--- src/rtl/bcd_counter.sv ---
// bcd_counter: one decimal digit of a runtime-programmable modulo-N counter.
// It is a building block for a real-time-clock datapath. A downstream digit
// uses ov as its count enable, so digits can be chained.
//
// Ports:
//   clk   - system clock; all state changes on the rising edge
//   rset  - synchronous, active-high reset; takes priority over counting
//   mode  - modulus select. Values 2..10 select modulo-mode.
//           Values 0 and 1 hold the count at 0.
//           Values 11..15 are clamped to modulo-10.
//   count - registered digit value, always in 0..9
//   ov    - terminal-count flag, combinational; forced low during reset
module bcd_counter (
  input  logic       clk,
  input  logic       rset,
  input  logic [3:0] mode,
  output logic [3:0] count,
  output logic       ov
);

  logic [3:0] count_q, count_d;
  logic [3:0] last_w;   // effective modulus minus one
  logic       term_w;

  // Map mode onto the last legal count value. An illegal low mode acts as
  // modulo-1, so the count is pinned at 0. An illegal high mode is clamped
  // to BCD.
  always_comb begin
    last_w = 4'd9;
    if (mode < 4'd2)        last_w = 4'd0;
    else if (mode <= 4'd10) last_w = mode - 4'd1;
  end

  // Use >= rather than == so that a count left above range by a mode
  // change still raises ov. The next edge then wraps it back to 0.
  assign term_w  = (count_q >= last_w);
  assign count_d = term_w ? 4'd0 : count_q + 4'd1;

  always_ff @(posedge clk) begin
    if (rset) count_q <= 4'd0;
    else      count_q <= count_d;
  end

  // Use a ternary on rset so that ov stays a clean 0 even when mode is
  // unknown during reset.
  assign ov    = rset ? 1'b0 : term_w;
  assign count = count_q;

endmodule

--- config.mk ---
export PLATFORM = sky130hd
export DESIGN_NAME = bcd_counter
export DESIGN_NICKNAME = d
export VERILOG_FILES = /design/src/rtl/bcd_counter.sv
export SDC_FILE = /design/constraint.sdc
export NUM_CORES = 1
export LEC_CHECK = 0
export CAP_MARGIN = 20
export CORE_AREA = 2 2 39 41
export DETAILED_ROUTE_END_ITERATION = 8
export DIE_AREA = 0 0 41 43
export PLACE_DENSITY = 0.5
export SLEW_MARGIN = 20
export SYNTH_ARGS = -nofsm -noshare
export SYNTH_HDL_FRONTEND = slang
export SYNTH_SLANG_ARGS = --single-unit
--- constraint.sdc ---
create_clock -name clk -period 2.9 [get_ports clk]
set_clock_uncertainty 0.2 [all_clocks]
set_input_delay 0.87 -clock clk [delete_from_list [all_inputs] [get_ports clk]]
set_output_delay 0.87 -clock clk [all_outputs]
set_load 0.05 [all_outputs]
==> results of run 1 <==
[power breakdown]
group | leakage (nW) | switching (mW) | internal, mW
Clock | 0.0138 | 0.0208 | 0.0462
Sequential | 0.0327 | 0.00936 | 0.0630
Combinational | 0.205 | 0.0773 | 0.0692
[synthesized netlist by cell type]
cell type | count | share of area
sky130_fd_sc_hd__and3_1 | 1 | 0.020
sky130_fd_sc_hd__o31a_1 | 1 | 0.028
sky130_fd_sc_hd__o21ai_0 | 2 | 0.031
sky130_fd_sc_hd__nor3_1 | 1 | 0.016
sky130_fd_sc_hd__nand3_1 | 2 | 0.031
sky130_fd_sc_hd__o22ai_1 | 1 | 0.020
sky130_fd_sc_hd__or2_1 | 1 | 0.020
sky130_fd_sc_hd__o21ai_1 | 1 | 0.016
sky130_fd_sc_hd__xnor2_1 | 1 | 0.028
sky130_fd_sc_hd__o211ai_1 | 1 | 0.024
sky130_fd_sc_hd__o31ai_1 | 1 | 0.024
sky130_fd_sc_hd__a211oi_1 | 1 | 0.024
sky130_fd_sc_hd__nor2_1 | 4 | 0.047
sky130_fd_sc_hd__dfxtp_1 | 4 | 0.25
sky130_fd_sc_hd__o2111ai_1 | 1 | 0.028
sky130_fd_sc_hd__nor3b_1 | 1 | 0.024
sky130_fd_sc_hd__xor2_1 | 1 | 0.028
sky130_fd_sc_hd__inv_1 | 5 | 0.059
sky130_fd_sc_hd__a21oi_1 | 3 | 0.047
sky130_fd_sc_hd__ha_1 | 6 | 0.24
[worst min-delay path by stage]
stage                          endpoint  slack, ps  depth (start not counted)
floorplan           count[0]$_SDFF_PP0_        470                          1
global placement    count[0]$_SDFF_PP0_        270                          1
global route        count[0]$_SDFF_PP0_        310                          1
CTS                 count[0]$_SDFF_PP0_        280                          1
finish              count[0]$_SDFF_PP0_        280                          1
detailed placement  count[0]$_SDFF_PP0_        270                          1
[logic make-up after synthesis]
kind of cell	synth area share
adder cells (fa/ha/maj)	0.236
XOR/XNOR	0.0551
flip-flops	0.252
buffers and inverters	0.0591
AND/OR/NAND/NOR	0.157
AO/OA/AOI/OAI	0.240
[layout make-up]
class,instances,area share
multi-input cells,30,0.450
repair buffers,18,0.305
flip-flops and latches,4,0.134
inverters,5,0.0399
clock buffers,3,0.0378
well taps,16,0.0336
[metrics by stage]
step	power (mW)	hold WS [ps]	cell area (um^2)	instances	utilization
after floorplan	0.149	466	342	39	-
after detailed placement	0.207	270	524	72	0.379
after global routing	0.312	313	596	76	0.430
final	0.286	278	596	76	0.430
after global placement	0.207	267	524	72	0.379
after CTS	0.291	281	591	76	0.427
[placed cells by master, fill, tap and decap left out, types with 2 or more instances in the layout]
cell type	Yosys	routed
sky130_fd_sc_hd__clkdlybuf4s50_1	0	5
sky130_fd_sc_hd__buf_6	0	3
sky130_fd_sc_hd__inv_1	5	3
sky130_fd_sc_hd__buf_8	0	2
sky130_fd_sc_hd__nor2_1	4	4
sky130_fd_sc_hd__o21ai_1	1	3
sky130_fd_sc_hd__ha_1	6	4
sky130_fd_sc_hd__dfxtp_1	4	4
sky130_fd_sc_hd__buf_2	0	2
sky130_fd_sc_hd__a21oi_2	0	2
sky130_fd_sc_hd__inv_4	0	2
sky130_fd_sc_hd__clkbuf_4	0	3
sky130_fd_sc_hd__buf_4	0	5
[what timing repair did]
action | 4_1_cts | 5_1_grt
setup buffers | 1 | 0
endpoints found under the setup margin | 1 | 1
pin swaps | 8 | 0
gates resized for setup | 32 | 1
[layer usage]
layer,up-vias,global-route usage
li1,187,-
met1,161,0.147
met2,8,0.191
met3,2,0.0157
met4,0,0.100
met5,-,0
==> impl_summary.md, run 1 <==
Status
The flow ran to the end, but the final reports show violations. The checks that failed: setup timing.

Routing
The average wire length per cell after detail routing is 10.6 um. Summed over all nets, wire length on met3 after detailed routing comes to approximately 40 um. In this run, the number of DRC markers left after iteration 0 of detailed routing was 1.

The residual DRC count is 0. For this block, wires on met1 add up to about 360 um. The wire length after detailed routing is 808 um. The post-detailed-route via-to-cell ratio is about 4.7. The routed design uses 397 um of met2 wire.

The highest layer touched by signal routing is met4. The routed layout has 358 vias. The number of antenna-violating nets in the routed design is 0. Before antenna repair, the detailed router went through 4 iterations.

Global routing
The via count of the first global-routing pass came to ~400. In the global route stage, overall resource usage came out at 0.125. The wire length of the first global-routing pass is 1.50 mm.

The largest net degree at the start of global routing is 8. Global routing finished with a remaining overflow of 0. The number of antenna violations at the first check in global routing was 0.

Critical path
The critical path contains buffers and inverters numbering 3 combined. At the worst endpoint, the arrival time is about 2300 ps. The critical-path cell with the highest stage delay is sky130_fd_sc_hd__ha_2. The critical register-to-register path endpoint is count[2]$_SDFF_PP0_.

In this run the critical register-to-register path is launched from count[3]$_SDFF_PP0_. The startpoint class of the critical path is a primary input. Of all nets on the critical path, the largest fanout is 2.

In this design, the stage delay of the slowest critical-path cell is just over 300 ps. Among cell families on the critical path, the largest total delay comes from adder cells. The critical path starts at mode[1]. The number of cells on the worst reg-to-reg path is 5. The most critical setup path has its endpoint at ov. Traced cell by cell, the critical path runs through buf_8, inv_4, ha_4, nor2_1, o21ai_1, ha_2, o211ai_1, or2_1, a21oi_4, buf_12. The worst register-to-register path has a setup slack of 1250 ps. Counting buffers and inverters, the worst setup path is 10 cells deep.

The worst path required time is 1830 ps. The type of the worst setup path is in -> out. The type of destination of the critical path is an output pin.

Timing
The final number of setup-violating endpoints is 1. For the pin with the worst max-slew slack, the measured transition is between 400 and 500 ps. The number of endpoints with negative hold slack in the final report came to 0. The minimum clock period is 3400 ps. The maximum frequency from static timing analysis is approximately 290 MHz. Setup repair after global routing could not meet its margin everywhere. Headroom to the max-slew limit came out at 0.671.

The final max-slew violation count is 0. The share of the clock period used by the worst path is 1.17. The post-layout worst setup margin is -499 ps. The setup total negative slack is -499 ps.

CTS
The maximum root-to-sink buffer count is 2. The clock latency reported for the late side of the worst-skew pair is about 230 ps. TritonCTS built the clock tree.

The clock slew seen by the registers of the worst setup and hold paths is ~30 ps. Buffers inserted to repair hold after CTS numbered 0. The clock net in this run drives a total of 4 sinks. The number of levels in the clock H-tree is 1. The root cell of the clock tree is sky130_fd_sc_hd__clkbuf_4. Buffers inserted during clock tree synthesis total 3.

Synthesis
The area of the mapped netlist is ~320 um^2. Counting flops and latches in the post-synthesis netlist gives 4. The net count of the mapped netlist is just over 50. The mean instance size in the synthesized netlist is roughly 8.1 um^2. Yosys printed 0 warnings.

The number of cells produced by synthesis is 39. The unique cell type count in the Yosys netlist is 20. The share of the Yosys chip area taken by registers is 0.252.

Floorplan
The floorplan die height is about 43 um. The die boundary width is about 41 um. The floorplan step defined a die boundary enclosing 0.00176 mm^2. During I/O placement, the number of pins put on the boundary was 11. The region available for standard cell placement spans about 0.0014 mm^2. The total number of placement rows is 14.

The starting utilization of the core area is 0.230.

Cells and area
The number of nets in the final layout is 74. Of the cells placed in the final design, the portion with a size suffix greater than 1 is 0.433. The register with the most flip-flops in the layout has 4 of them. From synthesis to final layout, the design area changed by 87.4%. The area of all sequential standard cells is between 80 and 90 um^2.

The repair_antennas step left the layout with diodes totalling 0. The footprint of the multi-input gates is ~270 um^2. Counting the fill cells in the layout gives 158.

Placement
Detailed placement finished with a half-perimeter wire length of 645 um. Before CTS, the worst setup slack after placement is -960 ps. The quantity of I/O buffers inserted on ports is 10. The congestion estimate from routability-driven global placement came to 0.616.

Power and ir drop
Power spread over the standard cell area amounts to 480 mW/mm^2. The leakage power is approximately 0.25 nW. VDD sags by at most 0.384 mV.

Run
The reported max-cap violation count is 0.

Hold path
The worst hold path belongs to the class reg -> reg. The startpoint of the lowest-slack hold path is count[0]$_SDFF_PP0_.
Note: power is estimated with default switching activity, not from simulation.
==> run 2, diff against run 1 <==
Settings changed: CORE_AREA 2 2 39 41 to 10 10 47 49, DIE_AREA 0 0 41 43 to 0 0 57 59, HOLD_SLACK_MARGIN set to 0.03.
==> run 2 against run 1 <==
Against the previous run: the run still ends with setup timing left; critical path depth decreased by 1; highest routed layer is now met3; clock-buffer cell count unchanged; largest cell class unchanged; sequential share of layout area decreased by 0.36 points; via count increased by 2.8%; utilization increased by 0.62 points.
==> impl_summary.md, run 2 (synthesized netlist as in run 1, its figures left out) <==
Timing
The final number of setup-violating endpoints came to 1 (unchanged). The worst-case headroom to the max-slew limit came to 0.666 (was 0.671). Setup repair after global routing missed its margin: yes (unchanged). The setup total negative slack is -511 ps (was -499 ps).

The worst-margin pin slew is 499 ps (was 492 ps). The number of endpoints with negative hold slack in the final report is 0 (unchanged). The minimum clock period was 3410 ps (was 3400 ps). The worst hold slack is 284 ps (was 278 ps). The post-layout worst setup margin was -511 ps (was -499 ps).

The share of the clock period used by the worst path is 1.18 (was 1.17). The final max-slew violation count is 0 (unchanged). The maximum frequency from static timing analysis is 293 MHz (was 294 MHz).

Power and ir drop
The leakage power is 0.257 nW (was 0.252 nW). The maximum VDD drop was 0.272 mV (was 0.384 mV). The power per cell area was 507 mW/mm^2 (was 480 mW/mm^2). The internal power is 0.193 mW (was 0.178 mW).

The sequential group share of total power was 0.235 (was 0.253). The clock network fraction of design power came to 0.217 (was 0.234). The net switching share of the total power is 0.378 (was 0.376). The total power is 0.310 mW (was 0.286 mW).

The switching power came to 0.117 mW (was 0.107 mW). The combinational share of power is 0.549 (was 0.513).

Global routing
The wire length of the first global-routing pass came to 1.85 mm (was 1.50 mm). The number of antenna violations at the first check in global routing is 0 (unchanged). The largest net degree at the start of global routing came to 8 (unchanged).

The via count of the first global-routing pass is 440 (was 393). The total grt overflow is 0 (unchanged). The global router's overall resource usage is 0.0684 (was 0.125).

CTS
The clock latency reported for the late side of the worst-skew pair is 230 ps (about the same). The total clock sinks is 4 (unchanged). The clock slew seen by the registers of the worst setup and hold paths came to 40 ps (was 30 ps).

The root cell of the clock tree is sky130_fd_sc_hd__clkbuf_4 (unchanged). The number of buffers created by CTS was 3 (unchanged). The maximum root-to-sink buffer count came to 2 (unchanged). The clock tree from TritonCTS is yes (unchanged). The number of levels in the clock H-tree is 1 (unchanged).

Critical path
The arrival time at the worst endpoint was 2340 ps (was 2330 ps). The delay contributed by the slowest stage of the critical path came to 300 ps (was 310 ps). The worst-path maximum fanout is 6 (was 2). The type of the worst setup path is in -> out (unchanged). The startpoint class of the critical path is a primary input (unchanged). The type of destination of the critical path is an output pin (unchanged). The worst path required time is 1830 ps (about the same).

The critical-path cell with the highest stage delay is sky130_fd_sc_hd__nor3b_2 (was sky130_fd_sc_hd__ha_2). Crit path cell chain: buf_8, buf_6, o22ai_1, o21ai_0, ha_1, nor3b_2, or2_4, a21oi_4, buf_12 (was buf_8, inv_4, ha_4, nor2_1, o21ai_1, ha_2, o211ai_1, or2_1, a21oi_4, buf_12).

Floorplan
The core outline area came to 0.00140 mm^2 (was 0.00138 mm^2). The boundary pin count is 11 (unchanged). The floorplan die height is 59 um (was 43 um). The total number of placement rows came to 14 (unchanged).

The starting utilization of the core area came to 0.227 (was 0.230). The area enclosed by the die boundary was 0.00336 mm^2 (was 0.00176 mm^2). The die boundary width is 57 um (was 41 um).

Status
Failing checks: setup timing (unchanged). Status: complete, but fails checks (unchanged).

Cells and area
The fraction of layout instances using a drive strength above 1 is 0.459 (was 0.433). The number of nets in the final layout is 75 (was 74). The number of antenna cells inserted is 0 (unchanged). Most frequent cells in the layout: 7 x sky130_fd_sc_hd__buf_4, 5 x sky130_fd_sc_hd__clkdlybuf4s50_1, 4 x sky130_fd_sc_hd__nor2_1, 4 x sky130_fd_sc_hd__ha_1, 4 x sky130_fd_sc_hd__dfxtp_1 (was 5 x sky130_fd_sc_hd__clkdlybuf4s50_1, 5 x sky130_fd_sc_hd__buf_4, 4 x sky130_fd_sc_hd__nor2_1, 4 x sky130_fd_sc_hd__ha_1, 4 x sky130_fd_sc_hd__dfxtp_1). The final cell utilization of the core is 0.437 (was 0.430).

The area of all sequential standard cells is 80.1 um^2 (unchanged). The leading cell type in the layout, fill and taps excluded is sky130_fd_sc_hd__buf_4. The fill cell total of the finished layout came to 158 (unchanged). The footprint of the multi-input gates is 280 um^2 (was 268 um^2). The non-filler instance count after layout is 77 (was 76). The synthesis-to-finish area growth is 92.5% (was 87.4%). The number of flip-flops in the largest register is 4 (unchanged).

Routing
The initial DRC count is 1 (unchanged). The average wire length per cell after detail routing is 12.6 um (was 10.6 um). The post-detailed-route via-to-cell ratio is 4.78 (was 4.71). The wire length after detailed routing is 974 um (was 808 um).

The residual DRC count came to 0 (unchanged). The number of antenna-violating nets in the routed design was 0 (unchanged). The total number of vias came to 368 (was 358). The number of detailed-route iterations in the first pass was 2 (was 4).

Placement
The last weighted congestion value of the routability-driven placer is 0.705 (was 0.616). The number of placed instances, taps included is 70 (was 72). The final HPWL from detailed placement came to 678 um (was 645 um).

The quantity of I/O buffers inserted on ports is 10 (unchanged).

Hold path
The path category of the worst min-delay check is reg -> reg (unchanged).

Run
The reported max-cap violation count is 0 (unchanged).
-- run 2: cell types whose count changed in the layout (fill, tap and decap cells not counted) --
cell and change:
sky130_fd_sc_hd__a21oi_1 +2, sky130_fd_sc_hd__a21oi_2 -2, sky130_fd_sc_hd__buf_4 +2, sky130_fd_sc_hd__buf_6 -1, sky130_fd_sc_hd__o2111ai_1 -1, sky130_fd_sc_hd__o2111ai_2 +1, sky130_fd_sc_hd__o21ai_0 +1, sky130_fd_sc_hd__o21ai_1 -2
sky130_fd_sc_hd__o21ai_4 +1, sky130_fd_sc_hd__or2_1 -1, sky130_fd_sc_hd__or2_4 +1
-- run 2: layer usage --
metal,vias up,GRT usage,share of wire
li1,188,-,-
met1,172,0.0668,0.41
met2,8,0.113,0.52
met3,0,0.0279,0.076
met4,0,0.0537,0
met5,-,0,0
-- run 2: metrics by stage --
step,setup slack [ps],cell area [um^2]
after detailed placement,-987,509
after floorplan,-436,342
after global routing,-586,612
after global placement,-978,509
after CTS,-493,608
final,-511,612
-- run 2: repair_timing --
item | in CTS | in global routing
resized for setup | 24 | 9
hold buffers | 0 | 0
setup buffers | 9 | 0
pin swaps | 6 | 3
setup endpoints to repair | 1 | 4
-- run 2: power by group through the flow --
stage          sequential [mW]  clock [mW]  combinational (mW)
2_1_floorplan           0.0972           0              0.0516
3_3_place_gp            0.0736           0               0.131
3_5_place_dp            0.0732           0               0.131
4_1_cts                 0.0725      0.0726               0.175
5_1_grt                 0.0740      0.0763               0.190
6_report                0.0727      0.0671               0.170
-- run 2: cell type report --
cell class                 instances  share of cell area
clock buffer                       3              0.0368
timing repair buffer              19               0.303
tap                               16              0.0327
sequential                         4               0.131
inverter                           5              0.0389
multi-input combinational         30               0.458
-- run 2: final timing paths --
kind | startpoint | slack (ps) | end | cells after the start
worst min register to register | count[0]$_SDFF_PP0_ | 280 | count[0]$_SDFF_PP0_ | 1
worst min-delay path | count[0]$_SDFF_PP0_ | 280 | count[0]$_SDFF_PP0_ | 1
worst max-delay path | mode[1] | -510 | ov | 9
worst max register to register | count[1]$_SDFF_PP0_ | 950 | count[3]$_SDFF_PP0_ | 9
-- run 2: worst max-delay path: cells and delay by family --
family                   cells  cell delay [ps]
AO/OA/AOI/OAI                3              300
adder cells (fa/ha/maj)      1              290
buffers and inverters        3              370
AND/OR/NAND/NOR              2              510
